**src/rtl/player_motion_ctrl_pkg.sv**
```systemverilog
// Board geometry, tile index type and motion FSM state encoding.
// Latency: n/a (types and constants only).
// Backpressure: n/a.
package player_motion_ctrl_pkg;
    localparam int NUM_TILES    = 20;
    localparam int TILE_SIZE    = 32;
    localparam int BOARD_X0_DEF = 160;
    localparam int BOARD_Y0_DEF = 80;
    localparam int SIDE_LEN     = NUM_TILES / 4;
    localparam int TILE_W       = $clog2(NUM_TILES);

    typedef logic [TILE_W-1:0] tile_idx_t;
    typedef logic [9:0]        coord_t;

    typedef enum logic [1:0] {
        ST_IDLE,
        ST_HOP,
        ST_LAND,
        ST_DONE
    } motion_state_t;

    function automatic tile_idx_t next_tile(input tile_idx_t t);
        return (t == tile_idx_t'(NUM_TILES - 1)) ? '0 : t + 1'b1;
    endfunction
endpackage

```
**src/rtl/player_motion_ctrl_if.sv**
```systemverilog
// Move request and sprite position bundle between game logic and the motion controller.
// Latency: n/a (wires only).
// Backpressure: none; requests arriving while busy are dropped by the controller.
interface player_motion_ctrl_if;
    import player_motion_ctrl_pkg::*;

    logic      frame_tick;
    logic      move_start;
    logic [2:0] move_steps;
    coord_t    player_x;
    coord_t    player_y;
    tile_idx_t tile_idx;
    logic      busy;
    logic      pass_start;
    logic      move_done;

    modport master (
        output frame_tick, move_start, move_steps,
        input  player_x, player_y, tile_idx, busy, pass_start, move_done
    );

    modport slave (
        input  frame_tick, move_start, move_steps,
        output player_x, player_y, tile_idx, busy, pass_start, move_done
    );
endinterface

```
**src/rtl/player_motion_ctrl_tile_coord_lut.sv**
```systemverilog
// Maps a perimeter tile index to the sprite's top-left pixel on that tile.
// Latency: combinational.
// Backpressure: none.
module tile_coord_lut
    import player_motion_ctrl_pkg::*;
#(
    parameter int BOARD_X0   = BOARD_X0_DEF,
    parameter int BOARD_Y0   = BOARD_Y0_DEF,
    parameter int SLOT_X_OFF = 0,
    parameter int SLOT_Y_OFF = 8
) (
    input  tile_idx_t tile,
    output coord_t    px,
    output coord_t    py
);
    int k;
    int col;
    int row;

    // Top edge left->right, right edge down, bottom edge right->left, left edge up.
    always_comb begin
        k   = int'(tile);
        col = 0;
        row = 0;
        if (k <= SIDE_LEN) begin
            col = k;
        end else if (k <= 2 * SIDE_LEN) begin
            col = SIDE_LEN;
            row = k - SIDE_LEN;
        end else if (k <= 3 * SIDE_LEN) begin
            col = 3 * SIDE_LEN - k;
            row = SIDE_LEN;
        end else begin
            row = 4 * SIDE_LEN - k;
        end
        px = coord_t'(BOARD_X0 + col * TILE_SIZE + SLOT_X_OFF);
        py = coord_t'(BOARD_Y0 + row * TILE_SIZE + SLOT_Y_OFF);
    end
endmodule

```
**src/rtl/player_motion_ctrl.sv**
```systemverilog
// Hops a player token tile by tile around the board perimeter, interpolating each hop with an arc.
// Latency: position updates on the cycle after each frame_tick; an n-step move takes n*FRAMES_PER_HOP ticks.
// Backpressure: move_start is only accepted when idle; requests while busy are dropped, not queued.
module player_motion_ctrl
    import player_motion_ctrl_pkg::*;
#(
    parameter int BOARD_X0       = BOARD_X0_DEF,
    parameter int BOARD_Y0       = BOARD_Y0_DEF,
    parameter int SLOT_X_OFF     = 0,
    parameter int SLOT_Y_OFF     = 8,
    parameter int FRAMES_PER_HOP = 8,
    parameter int HOP_HEIGHT     = 8
) (
    input  logic                 clk,
    input  logic                 rst_n,
    player_motion_ctrl_if.slave  mif
);
    localparam int LOG2F = $clog2(FRAMES_PER_HOP);
    localparam int FW    = LOG2F + 1;
    localparam logic [FW-1:0] F_LAST = FRAMES_PER_HOP[FW-1:0];
    localparam logic [FW-1:0] F_HALF = F_LAST >> 1;

    motion_state_t   state_q, state_d;
    logic [FW-1:0]   f_q, f_nxt, arc_f;
    logic [2:0]      remaining_q;
    tile_idx_t       src_q, dst_q, tile_q;
    coord_t          x_q, y_q, src_x, src_y, dst_x, dst_y;
    logic signed [15:0] dx, dy, ix, iy, arc, f_s;
    logic            hop_tick, pass_start, move_done;

    tile_coord_lut #(.BOARD_X0(BOARD_X0), .BOARD_Y0(BOARD_Y0),
                     .SLOT_X_OFF(SLOT_X_OFF), .SLOT_Y_OFF(SLOT_Y_OFF))
        u_src_lut (.tile(src_q), .px(src_x), .py(src_y));

    tile_coord_lut #(.BOARD_X0(BOARD_X0), .BOARD_Y0(BOARD_Y0),
                     .SLOT_X_OFF(SLOT_X_OFF), .SLOT_Y_OFF(SLOT_Y_OFF))
        u_dst_lut (.tile(dst_q), .px(dst_x), .py(dst_y));

    assign f_nxt    = f_q + 1'b1;
    assign hop_tick = (state_q == ST_HOP) && mif.frame_tick;

    // Position for the frame about to be shown; arc is zero at both hop ends.
    always_comb begin
        f_s   = $signed({{(16-FW){1'b0}}, f_nxt});
        dx    = $signed({6'd0, dst_x}) - $signed({6'd0, src_x});
        dy    = $signed({6'd0, dst_y}) - $signed({6'd0, src_y});
        arc_f = (f_nxt <= F_HALF) ? f_nxt : F_LAST - f_nxt;
        arc   = 16'(HOP_HEIGHT * int'(arc_f) / (FRAMES_PER_HOP / 2));
        ix    = $signed({6'd0, src_x}) + ((dx * f_s) >>> LOG2F);
        iy    = $signed({6'd0, src_y}) + ((dy * f_s) >>> LOG2F) - arc;
    end

    always_comb begin
        state_d    = state_q;
        pass_start = 1'b0;
        move_done  = 1'b0;
        case (state_q)
            ST_IDLE: if (mif.move_start) state_d = (mif.move_steps != 3'd0) ? ST_HOP : ST_DONE;
            ST_HOP:  if (hop_tick && (f_nxt == F_LAST)) state_d = ST_LAND;
            ST_LAND: begin
                pass_start = (dst_q == '0);
                state_d    = (remaining_q == 3'd1) ? ST_DONE : ST_HOP;
            end
            ST_DONE: begin
                move_done = 1'b1;
                state_d   = ST_IDLE;
            end
            default: state_d = ST_IDLE;
        endcase
    end

    always_ff @(posedge clk or negedge rst_n) begin
        if (!rst_n) begin
            state_q     <= ST_IDLE;
            f_q         <= '0;
            remaining_q <= '0;
            src_q       <= '0;
            dst_q       <= '0;
            tile_q      <= '0;
            x_q         <= coord_t'(BOARD_X0 + SLOT_X_OFF);
            y_q         <= coord_t'(BOARD_Y0 + SLOT_Y_OFF);
        end else begin
            state_q <= state_d;
            case (state_q)
                ST_IDLE: begin
                    if (mif.move_start && (mif.move_steps != 3'd0)) begin
                        remaining_q <= mif.move_steps;
                        src_q       <= tile_q;
                        dst_q       <= next_tile(tile_q);
                        f_q         <= '0;
                    end
                end
                ST_HOP: begin
                    if (hop_tick) begin
                        f_q <= f_nxt;
                        x_q <= coord_t'(ix);
                        y_q <= coord_t'(iy);
                    end
                end
                ST_LAND: begin
                    tile_q      <= dst_q;
                    remaining_q <= remaining_q - 3'd1;
                    src_q       <= dst_q;
                    dst_q       <= next_tile(dst_q);
                    f_q         <= '0;
                end
                default: ;
            endcase
        end
    end

    assign mif.player_x   = x_q;
    assign mif.player_y   = y_q;
    assign mif.tile_idx   = tile_q;
    assign mif.busy       = (state_q != ST_IDLE);
    assign mif.pass_start = pass_start;
    assign mif.move_done  = move_done;
endmodule

```
**src/flat_wrapper.sv**
```systemverilog
// flat-port wrapper written by rule: the top's interface ports become plain ports
module player_motion_ctrl_flat import player_motion_ctrl_pkg::*;
#(
    parameter int BOARD_X0       = BOARD_X0_DEF,
    parameter int BOARD_Y0       = BOARD_Y0_DEF,
    parameter int SLOT_X_OFF     = 0,
    parameter int SLOT_Y_OFF     = 8,
    parameter int FRAMES_PER_HOP = 8,
    parameter int HOP_HEIGHT     = 8
)
  (clk, rst_n, mif_frame_tick, mif_move_start, mif_move_steps, mif_player_x, mif_player_y, mif_tile_idx, mif_busy, mif_pass_start, mif_move_done);
  player_motion_ctrl_if mif_i ();
  input  logic clk;
  input  logic rst_n;
  input wire logic [$bits(mif_i.frame_tick)-1:0] mif_frame_tick;
  input wire logic [$bits(mif_i.move_start)-1:0] mif_move_start;
  input wire logic [$bits(mif_i.move_steps)-1:0] mif_move_steps;
  output wire logic [$bits(mif_i.player_x)-1:0] mif_player_x;
  output wire logic [$bits(mif_i.player_y)-1:0] mif_player_y;
  output wire logic [$bits(mif_i.tile_idx)-1:0] mif_tile_idx;
  output wire logic [$bits(mif_i.busy)-1:0] mif_busy;
  output wire logic [$bits(mif_i.pass_start)-1:0] mif_pass_start;
  output wire logic [$bits(mif_i.move_done)-1:0] mif_move_done;
  assign mif_i.frame_tick = mif_frame_tick;
  assign mif_i.move_start = mif_move_start;
  assign mif_i.move_steps = mif_move_steps;
  assign mif_player_x = mif_i.player_x;
  assign mif_player_y = mif_i.player_y;
  assign mif_tile_idx = mif_i.tile_idx;
  assign mif_busy = mif_i.busy;
  assign mif_pass_start = mif_i.pass_start;
  assign mif_move_done = mif_i.move_done;
  player_motion_ctrl #(.BOARD_X0(BOARD_X0), .BOARD_Y0(BOARD_Y0), .SLOT_X_OFF(SLOT_X_OFF), .SLOT_Y_OFF(SLOT_Y_OFF), .FRAMES_PER_HOP(FRAMES_PER_HOP), .HOP_HEIGHT(HOP_HEIGHT)) u_core (.clk(clk), .rst_n(rst_n), .mif(mif_i));
endmodule
```
**config.mk**
```make
export PLATFORM = sky130hd
export DESIGN_NAME = player_motion_ctrl_flat
export DESIGN_NICKNAME = d
export VERILOG_FILES = /design/src/rtl/player_motion_ctrl_pkg.sv /design/src/rtl/player_motion_ctrl_if.sv /design/src/rtl/player_motion_ctrl_tile_coord_lut.sv /design/src/rtl/player_motion_ctrl.sv /design/src/flat_wrapper.sv
export SDC_FILE = /design/constraint.sdc
export NUM_CORES = 1
export LEC_CHECK = 0
export ABC_AREA = 1
export CELL_PAD_IN_SITES_DETAIL_PLACEMENT = 0
export CELL_PAD_IN_SITES_GLOBAL_PLACEMENT = 1
export CORE_ASPECT_RATIO = 0.9
export CORE_MARGIN = 2
export CORE_UTILIZATION = 30
export CTS_CLUSTER_SIZE = 16
export DETAILED_ROUTE_END_ITERATION = 8
export GPL_TIMING_DRIVEN = 0
export PLACE_DENSITY_LB_ADDON = 0.1
export SLEW_MARGIN = 20
export SYNTH_ARGS = -nofsm -noshare
export SYNTH_HDL_FRONTEND = slang
export SYNTH_HIERARCHICAL = 1
export SYNTH_SLANG_ARGS = --single-unit
```
**constraint.sdc**
```tcl
create_clock -name clk -period 6.9 [get_ports clk]
set_input_delay 1.725 -clock clk [delete_from_list [all_inputs] [get_ports clk]]
set_output_delay 1.725 -clock clk [all_outputs]
set_load 0.01 [all_outputs]
```
==> results of run 1 <==
## worst min-delay path, delay by kind of cell (launching register included)
kind | cells | cell delay, ns
flops | 1 | 0.35
simple gates | 2 | 0.10
## cell usage after synthesis, drive strengths merged (6+ instances only)
| master | instances | share of area (%) |
|---|---|---|
| inv | 232 | 12 |
| nand2 | 197 | 9.9 |
| nor2 | 104 | 5.5 |
| ha | 101 | 17 |
| o21ai | 58 | 4.3 |
| a21oi | 54 | 3.8 |
| nand3 | 51 | 4.1 |
| fa | 43 | 11 |
| xor2 | 43 | 5.0 |
| dfrtp | 39 | 13 |
| buf | 26 | 2.5 |
| xnor2 | 15 | 1.7 |
| nor3 | 14 | 0.99 |
| a31oi | 11 | 0.91 |
| clkbuf | 11 | 0.55 |
| nand4 | 11 | 1.1 |
| or2 | 9 | 0.75 |
| o21bai | 7 | 0.79 |
| o31ai | 6 | 0.60 |
## cell families after synthesis
kind of cell    Yosys count  synth area share [%]
compound gates          152                  12.1
xor+xnor                 58                  6.72
fa+ha+maj               144                  28.1
buf+inv                 269                  14.6
flops                    44                  14.7
mux                       5                 0.745
other cells               4                 0.199
simple gates            392                  22.9
## placed cells by master, fill, tap and decap left out, types with 4 or more instances in the layout
master,synthesis,routed
clkdlybuf4s50_1,0,33
a21oi_2,4,5
nor2_2,7,7
inv_1,227,227
a21o_1,5,5
inv_2,4,4
nor3_1,13,11
xor2_1,43,37
fa_1,43,43
buf_4,24,37
xor2_2,0,6
nand4_1,10,10
dfrtp_1,39,33
dfstp_2,5,5
o31ai_1,6,6
a21oi_1,50,49
or2_2,7,7
nand2_1,194,194
clkbuf_1,11,11
conb_1,4,22
mux2_2,5,5
nand3_1,45,45
dfrtp_2,0,6
o21ai_0,52,50
clkbuf_16,0,5
xnor2_1,15,15
a31oi_1,11,10
ha_1,101,99
nor2_1,96,96
o21bai_1,5,5
## flip-flops by register name, indices dropped and copies added (netlist names)
name / cells
u_core/src_q: 5
u_core/state_q: 2
u_core/dst_q: 5
u_core/mif.tile_idx: 5
u_core/remaining_q: 3
u_core/mif.player_y: 10
u_core/mif.player_x: 10
u_core/f_q: 4
## repair_timing
item	4_1_cts	5_1_grt
setup buffers	0	12
hold endpoints to repair	0	0
hold buffers	0	0
endpoints found under the setup margin	1	2
pin swaps	1	9
gates resized for setup	1	23
cloned	0	0
## layer usage
metal / vias to the layer above / part of all wire [%] / GRT usage (%)
met5: - / 0 / 0
met1: 3036 / 51 / 24.2
met3: 7 / 2.8 / 1.51
li1: 3440 / - / -
met2: 58 / 46 / 26.3
met4: 0 / 0.32 / 1.21
## area by class of cell
cell class,instances,area share (%)
Timing Repair Buffer,46,4.90
Clock inverter,3,0.243
Buffer,37,2.65
Sequential cell,44,12.8
Multi-Input combinational cell,773,63.1
Tap cell,342,4.90
Inverter,232,9.99
Clock buffer,5,1.43
## stage by stage
step | hold WS, ns | utilization (%) | cell area (µm²)
5_1_grt | 0.513 | 35.0 | 8740
3_5_place_dp | 0.468 | 33.6 | 8390
6_report | 0.486 | 35.0 | 8740
2_1_floorplan | 0.478 | - | 7620
4_1_cts | 0.487 | 34.2 | 8540
3_3_place_gp | 0.467 | 33.6 | 8390
## how the worst max path moves through the flow
stage | startpoint | slack, ns | to | cells past startpoint
2_1_floorplan | u_core/src_q[1] | 1.00 | u_core/mif.player_y[9] | 36
3_3_place_gp | u_core/src_q[1] | 0.02 | u_core/mif.player_y[9] | 36
3_5_place_dp | u_core/src_q[1] | -0.01 | u_core/mif.player_y[9] | 36
4_1_cts | u_core/src_q[1] | 0.04 | u_core/mif.player_y[9] | 36
5_1_grt | u_core/src_q[1] | -0.004 | u_core/mif.player_x[9] | 32
6_report | u_core/dst_q[1] | 0.45 | u_core/mif.player_y[9] | 32
==> impl_metrics.json, run 1 <==
{
  "crit_path_max_fanout": 7,
  "drt_iter0_drc": 233,
  "crit_required_ns": 7.09,
  "min_period_ns": 6.45,
  "synth_seq_cells": 44,
  "fmax_ghz": 0.155,
  "viasPerCell": 4.41,
  "timing.rr.end": "u_core/mif.player_y[9]",
  "drive_above_1_share_pct": 10.6,
  "ant_nets": 0,
  "relSlewSlack_pct": 48.3,
  "clock_skew_ns": 0.00519,
  "netlist_area_mm2": 0.00756,
  "grt_usage_pct": 16.2,
  "die_w_um": 171,
  "cts_sinks": 44,
  "dp_slack_ns": -0.0132,
  "die_h_um": 155,
  "setup_tns_ns": 0,
  "synthCells": 1068,
  "cts-root-buf": "clkbuf_16",
  "hold_end": "u_core/mif.player_x[2]",
  "cts_buffers": 5,
  "dr_total_vias": 6541,
  "grt_pass1_vias": 6462,
  "arrival_ns": 6.64,
  "slew_viol_final": 0,
  "gp_congestion": 0.771,
  "synth_cell_type_count": 49,
  "num_antenna_cells": 0,
  "num_io_pins": 35,
  "regArea_mm2": 0.00111,
  "wl_um": 20500,
  "hold_path.class": "reg -> reg",
  "max_stage_delay_ns": 0.53,
  "clk_pin_slew_ns": 0.07,
  "core_mm2": 0.0250,
  "placed_cells": 1462,
  "crit_buf_inv": 5,
  "multi_input_area_mm2": 0.00552,
  "antenna_found_initial": 0,
  "clockBufferDepth": 2,
  "avgSynthCellArea_um2": 7.07,
  "firstDrtPassIters": 6,
  "max_cap_viol_count": 0,
  "fin_nets": 1290,
  "start_util_pct": 30.2,
  "yosysWarningCount": 6,
  "min_period_over_period_pct": 93.5,
  "cts_tree": "built",
  "clk_latency_ns": 0.29,
  "worst_r2r_path_depth": 32,
  "ff2ff_setup_slack_ns": 0.45,
  "fillers": 2785,
  "rows": 55,
  "finalSetupViolations": 0,
  "hold_path_startpoint": "u_core/mif.player_x[2]",
  "syn2layout_area_growth_pct": 15.7,
  "status": "complete, no violations",
  "critical_path_class": "reg -> reg",
  "htreeDepth": 2,
  "ys.flop_type": "dfrtp_1",
  "critPathLaunchType": "flop",
  "drc": 0,
  "r2r-start": "u_core/dst_q[1]",
  "io_buffer_count": 34,
  "worstMarginPinSlew_ns": 0.775,
  "cp_common_cell": "nand2_1",
  "hold_path_depth": 2,
  "finalHoldViolations": 0,
  "die-area_mm2": 0.0265,
  "synth_edf_count": 0,
  "cpLargestDelayFamily": "adder cells",
  "stdcell_count": 1482,
  "synth-async-reset-ratio_pct": 100,
  "grt_start_max_net_pins": 45,
  "grt_overflow": 0,
  "critPathCaptureType": "flop",
  "grt_pass1_wl_um": 34000,
  "wl_per_cell_um": 13.9,
  "dpl.hpwl_um": 17400,
  "yosysSeqAreaShare_pct": 14.7,
  "slowest_stage": "fa_1",
  "fin_ws_ns": 0.447
}
Power of run 1 is not shown: default switching activity piles up to over one toggle a cycle in this logic, so the estimate is an artifact.
==> run 2: changes to the inputs <==
--- a/config.mk
+++ b/config.mk
@@ -13,10 +13,10 @@
 export CORE_UTILIZATION = 30
 export CTS_CLUSTER_SIZE = 16
 export DETAILED_ROUTE_END_ITERATION = 8
-export GPL_TIMING_DRIVEN = 0
 export PLACE_DENSITY_LB_ADDON = 0.1
 export SLEW_MARGIN = 20
 export SYNTH_ARGS = -nofsm -noshare
 export SYNTH_HDL_FRONTEND = slang
 export SYNTH_HIERARCHICAL = 1
 export SYNTH_SLANG_ARGS = --single-unit
+export TNS_END_PERCENT = 20
==> run 2 against run 1 <==
  * Critical endpoint unchanged
  * Worst setup slack lost 0.019 ns
  * Non-clock buffer count shrank 28
  * Sequential share of layout area grew 0.25 points
  * First-iteration DRC count grew 7.7%
  * Register-to-register slack lost 0.02 ns
  * Fmax shrank 0.29%
  * Hold slack lost 0.0013 ns
  * Count of clock-buffer cells in the layout is the same
  * Critical path depth grew 2
==> impl_metrics.json, run 2 (synthesized netlist as in run 1, its figures left out) <==
{
  "status": "complete, no violations",
  "gp_congestion": 0.744,
  "max_stage_delay_ns": 0.53,
  "grt_usage_pct": 15.3,
  "relSlewSlack_pct": 51.9,
  "core_mm2": 0.0250,
  "crit_required_ns": 7.08,
  "viasPerCell": 4.38,
  "slowest_stage": "fa_1",
  "clk_latency_ns": 0.29,
  "setup_tns_ns": 0,
  "ant_nets": 0,
  "die_h_um": 155,
  "htreeDepth": 2,
  "finalSetupViolations": 0,
  "die_w_um": 171,
  "start_util_pct": 30.2,
  "fin_area_mm2": 0.00853,
  "syn2layout_area_growth_pct": 12.9,
  "ctsHoldBuffers": 0,
  "grt_pass1_wl_um": 32400,
  "arrival_ns": 6.65,
  "grt_pass1_vias": 6227,
  "cts_sinks": 44,
  "final_common_cell": "inv_1",
  "critPathCaptureType": "flop",
  "grt_overflow": 0,
  "wl_per_cell_um": 13.5,
  "fmax_ghz": 0.155,
  "num_io_pins": 35,
  "firstDrtPassIters": 5,
  "crit_path_max_fanout": 6,
  "drt_iter0_drc": 251,
  "die-area_mm2": 0.0265,
  "holdWs_ns": 0.485,
  "fillers": 2772,
  "wl_um": 19700,
  "cts_buffers": 5,
  "clk_pin_slew_ns": 0.07,
  "antenna_found_initial": 0,
  "critical_path_class": "reg -> reg",
  "drive_above_1_share_pct": 8.36,
  "cts_tree": "built",
  "rsz0062_at_grt": "yes",
  "most-common-layout-cells": "inv_1, nand2_1, ha_1, nor2_1",
  "min_period_ns": 6.47,
  "slew_viol_final": 0,
  "hold_path.class": "reg -> reg",
  "fin_nets": 1262,
  "rows": 55,
  "min_period_over_period_pct": 93.8,
  "critPathLaunchType": "flop",
  "cts-root-buf": "clkbuf_16",
  "worstMarginPinSlew_ns": 0.720,
  "drc": 0,
  "dr_total_vias": 6364,
  "clockBufferDepth": 2,
  "clock_skew_ns": 0.00303,
  "dp_slack_ns": 0.128,
  "fin_ws_ns": 0.428,
  "cp_common_cell": "nand2_1",
  "grt_start_max_net_pins": 45,
  "finalHoldViolations": 0,
  "num_antenna_cells": 0,
  "max_cap_viol_count": 0,
  "placed_cell_area_mm2": 0.00825,
  "io_buffer_count": 34,
  "dpl.hpwl_um": 16600
}
[run 2: layout make-up]
| type | instances | area, µm² | share of cell area, % |
|---|---|---|---|
| Clock buffer | 5 | 125 | 1.47 |
| Clock inverter | 3 | 46.3 | 0.543 |
| Inverter | 232 | 873 | 10.2 |
| Multi-Input combinational cell | 773 | 5460 | 64.0 |
| Sequential cell | 44 | 1110 | 13.0 |
| Tap cell | 342 | 428 | 5.01 |
| Timing Repair Buffer | 55 | 493 | 5.78 |
[run 2: layer usage]
layer	global-route usage [%]	share of wire (%)	up-vias
li1	-	-	3401
met1	22.5	52	2914
met2	25.2	46	45
met3	1.59	1.8	4
met4	1.09	0.28	0
met5	0	0	-
[run 2: what timing repair did]
action | CTS | global route
buffers inserted | 0 | 9
gates resized for setup | 0 | 9
endpoints found under the setup margin | 0 | 3
[run 2: stage by stage]
step | instances | util, %
5_1_grt | 1454 | 34.2
6_report | 1454 | 34.2
4_1_cts | 1445 | 33.7
2_1_floorplan | 1086 | -
3_5_place_dp | 1437 | 33.0
3_3_place_gp | 1437 | 33.0
[run 2: worst paths after layout]
check	depth (start not counted)	to	slack, ns	from
setup / recovery	34	u_core/mif.player_y[9]	0.43	u_core/src_q[0]
hold / removal	2	u_core/mif.player_y[7]	0.48	u_core/mif.player_y[7]
setup reg to reg	34	u_core/mif.player_y[9]	0.43	u_core/src_q[0]
hold reg to reg	2	u_core/mif.player_y[7]	0.48	u_core/mif.player_y[7]
max in group asynchronous	2	u_core/dst_q[1]	4.94	rst_n
min in group asynchronous	2	u_core/mif.player_x[2]	1.51	rst_n
[run 2: critical path: cells and delay by family (launching register included)]
family                   cells  cell delay, ns
adder cells (fa/ha/maj)      8            2.88
AND/OR/NAND/NOR             15            1.41
XOR/XNOR                     4            0.90
flip-flops                   1            0.45
AO/OA/AOI/OAI                2            0.40
buffers and inverters        5            0.33
Power of run 2 is left out for the same reason.
==> run 3: changes to the inputs <==
--- a/config.mk
+++ b/config.mk
@@ -7,7 +7,7 @@
 export LEC_CHECK = 0
 export ABC_AREA = 1
 export CELL_PAD_IN_SITES_DETAIL_PLACEMENT = 0
-export CELL_PAD_IN_SITES_GLOBAL_PLACEMENT = 1
+export CELL_PAD_IN_SITES_GLOBAL_PLACEMENT = 2
 export CORE_ASPECT_RATIO = 0.9
 export CORE_MARGIN = 2
 export CORE_UTILIZATION = 30
==> run 3 against run 2 <==
  * Register-to-register slack improved by 0.03 ns
  * Fmax rose by 0.41%
  * Die area did not move
  * Critical endpoint unchanged
  * Cell count fell by 0.48%
  * Sequential share of layout area rose by 0.088 points
  * Via count fell by 0.31%
==> impl_metrics.json, run 3 (synthesized netlist as in run 1, its figures left out) <==
{
  "status": "complete, no violations",
  "ctsHoldBuffers": 0,
  "setup_tns_ns": 0,
  "min_period_ns": 6.45,
  "cts-root-buf": "clkbuf_16",
  "critPathCaptureType": "flop",
  "crit_required_ns": 7.08,
  "wl_per_cell_um": 13.8,
  "clk_latency_ns": 0.29,
  "rows": 55,
  "ant_nets": 0,
  "critPathLaunchType": "flop",
  "io_buffer_count": 34,
  "grt_usage_pct": 15.7,
  "worstMarginPinSlew_ns": 0.764,
  "clk_pin_slew_ns": 0.07,
  "ff2ff_setup_slack_ns": 0.45,
  "drt_iter0_drc": 249,
  "viasPerCell": 4.38,
  "crit_path_max_fanout": 5,
  "cts_buffers": 5,
  "die_h_um": 155,
  "dpl.hpwl_um": 16700,
  "finalSetupViolations": 0,
  "fin_ws_ns": 0.454,
  "die_w_um": 171,
  "dp_slack_ns": 0.0788,
  "critical_path_class": "reg -> reg",
  "grt_pass1_vias": 6244,
  "cts_tree": "built",
  "cts_sinks": 44,
  "num_antenna_cells": 0,
  "start_util_pct": 30.2,
  "cpLargestDelayFamily": "adder cells",
  "min_period_over_period_pct": 93.4,
  "die-area_mm2": 0.0265,
  "drc": 0,
  "crit_buf_inv": 7,
  "multi_input_area_mm2": 0.00546,
  "clock_skew_ns": 0.00522,
  "gp_congestion": 0.761,
  "wl_um": 20000,
  "fin_nets": 1255,
  "regArea_mm2": 0.00111,
  "fmax_ghz": 0.155,
  "drive_above_1_share_pct": 8.14,
  "max_cap_viol_count": 0,
  "fillers": 2756,
  "final_common_cell": "inv_1",
  "grt_overflow": 0,
  "slew_viol_final": 0,
  "finalHoldViolations": 0,
  "slowest_stage": "fa_1",
  "num_io_pins": 35,
  "htreeDepth": 2,
  "max_stage_delay_ns": 0.54,
  "arrival_ns": 6.62,
  "most-common-layout-cells": "inv_1, nand2_1, ha_1, nor2_1",
  "cp_common_cell": "nand2_1",
  "antenna_found_initial": 0,
  "grt_pass1_wl_um": 33000,
  "grt_start_max_net_pins": 45,
  "dr_total_vias": 6344,
  "clockBufferDepth": 2,
  "core_mm2": 0.0250,
  "relSlewSlack_pct": 49.0,
  "hold_path.class": "reg -> reg",
  "syn2layout_area_growth_pct": 12.3,
  "firstDrtPassIters": 5
}
run 3: cell count changes in the layout (fill, tap and decap cells not counted), sizes merged:
cell and delta:
buf -7
run 3: worst min-delay path, stage by stage, from the launching register on:
cell and delay, ns:
dfrtp_1 0.34, nand2_1 0.06, nand2_1 0.05
run 3: repair_timing:
item / CTS / global route
endpoints found under the setup margin: 0 / 3
gates resized for setup: 0 / 13
buffers inserted: 0 / 4
run 3: cell type report:
| type | instances | share of cell area (%) |
|---|---|---|
| Multi-Input combinational cell | 773 | 64.4 |
| Clock buffer | 5 | 1.47 |
| Tap cell | 342 | 5.04 |
| Sequential cell | 44 | 13.1 |
| Clock inverter | 3 | 0.546 |
| Timing Repair Buffer | 48 | 5.19 |
| Inverter | 232 | 10.3 |
run 3: worst paths after layout:
check / depth (start not counted) / startpoint / endpoint
setup / recovery: 36 / u_core/src_q[1] / u_core/mif.player_y[9]
hold / removal: 2 / u_core/mif.player_x[1] / u_core/mif.player_x[1]
setup reg to reg: 36 / u_core/src_q[1] / u_core/mif.player_y[9]
hold reg to reg: 2 / u_core/mif.player_x[1] / u_core/mif.player_x[1]
max in group asynchronous: 2 / rst_n / u_core/dst_q[1]
min in group asynchronous: 2 / rst_n / u_core/mif.player_x[0]
run 3: per-stage QoR:
step	util, %	hold slack, ns	instances	area, µm²
2_1_floorplan	-	0.478	1086	7620
3_3_place_gp	33.0	0.471	1435	8240
3_5_place_dp	33.0	0.468	1435	8240
4_1_cts	33.7	0.488	1443	8410
5_1_grt	34.0	0.509	1447	8490
6_report	34.0	0.483	1447	8490
run 3: layer usage:
metal  wire [µm]  vias to the layer above  GRT usage (%)
li1            -                     3382              -
met1       10400                     2909           23.0
met2        9200                       49           26.0
met3         322                        4           1.41
met4          68                        0           1.45
met5           0                        -              0
Power of run 3 is left out for the same reason.
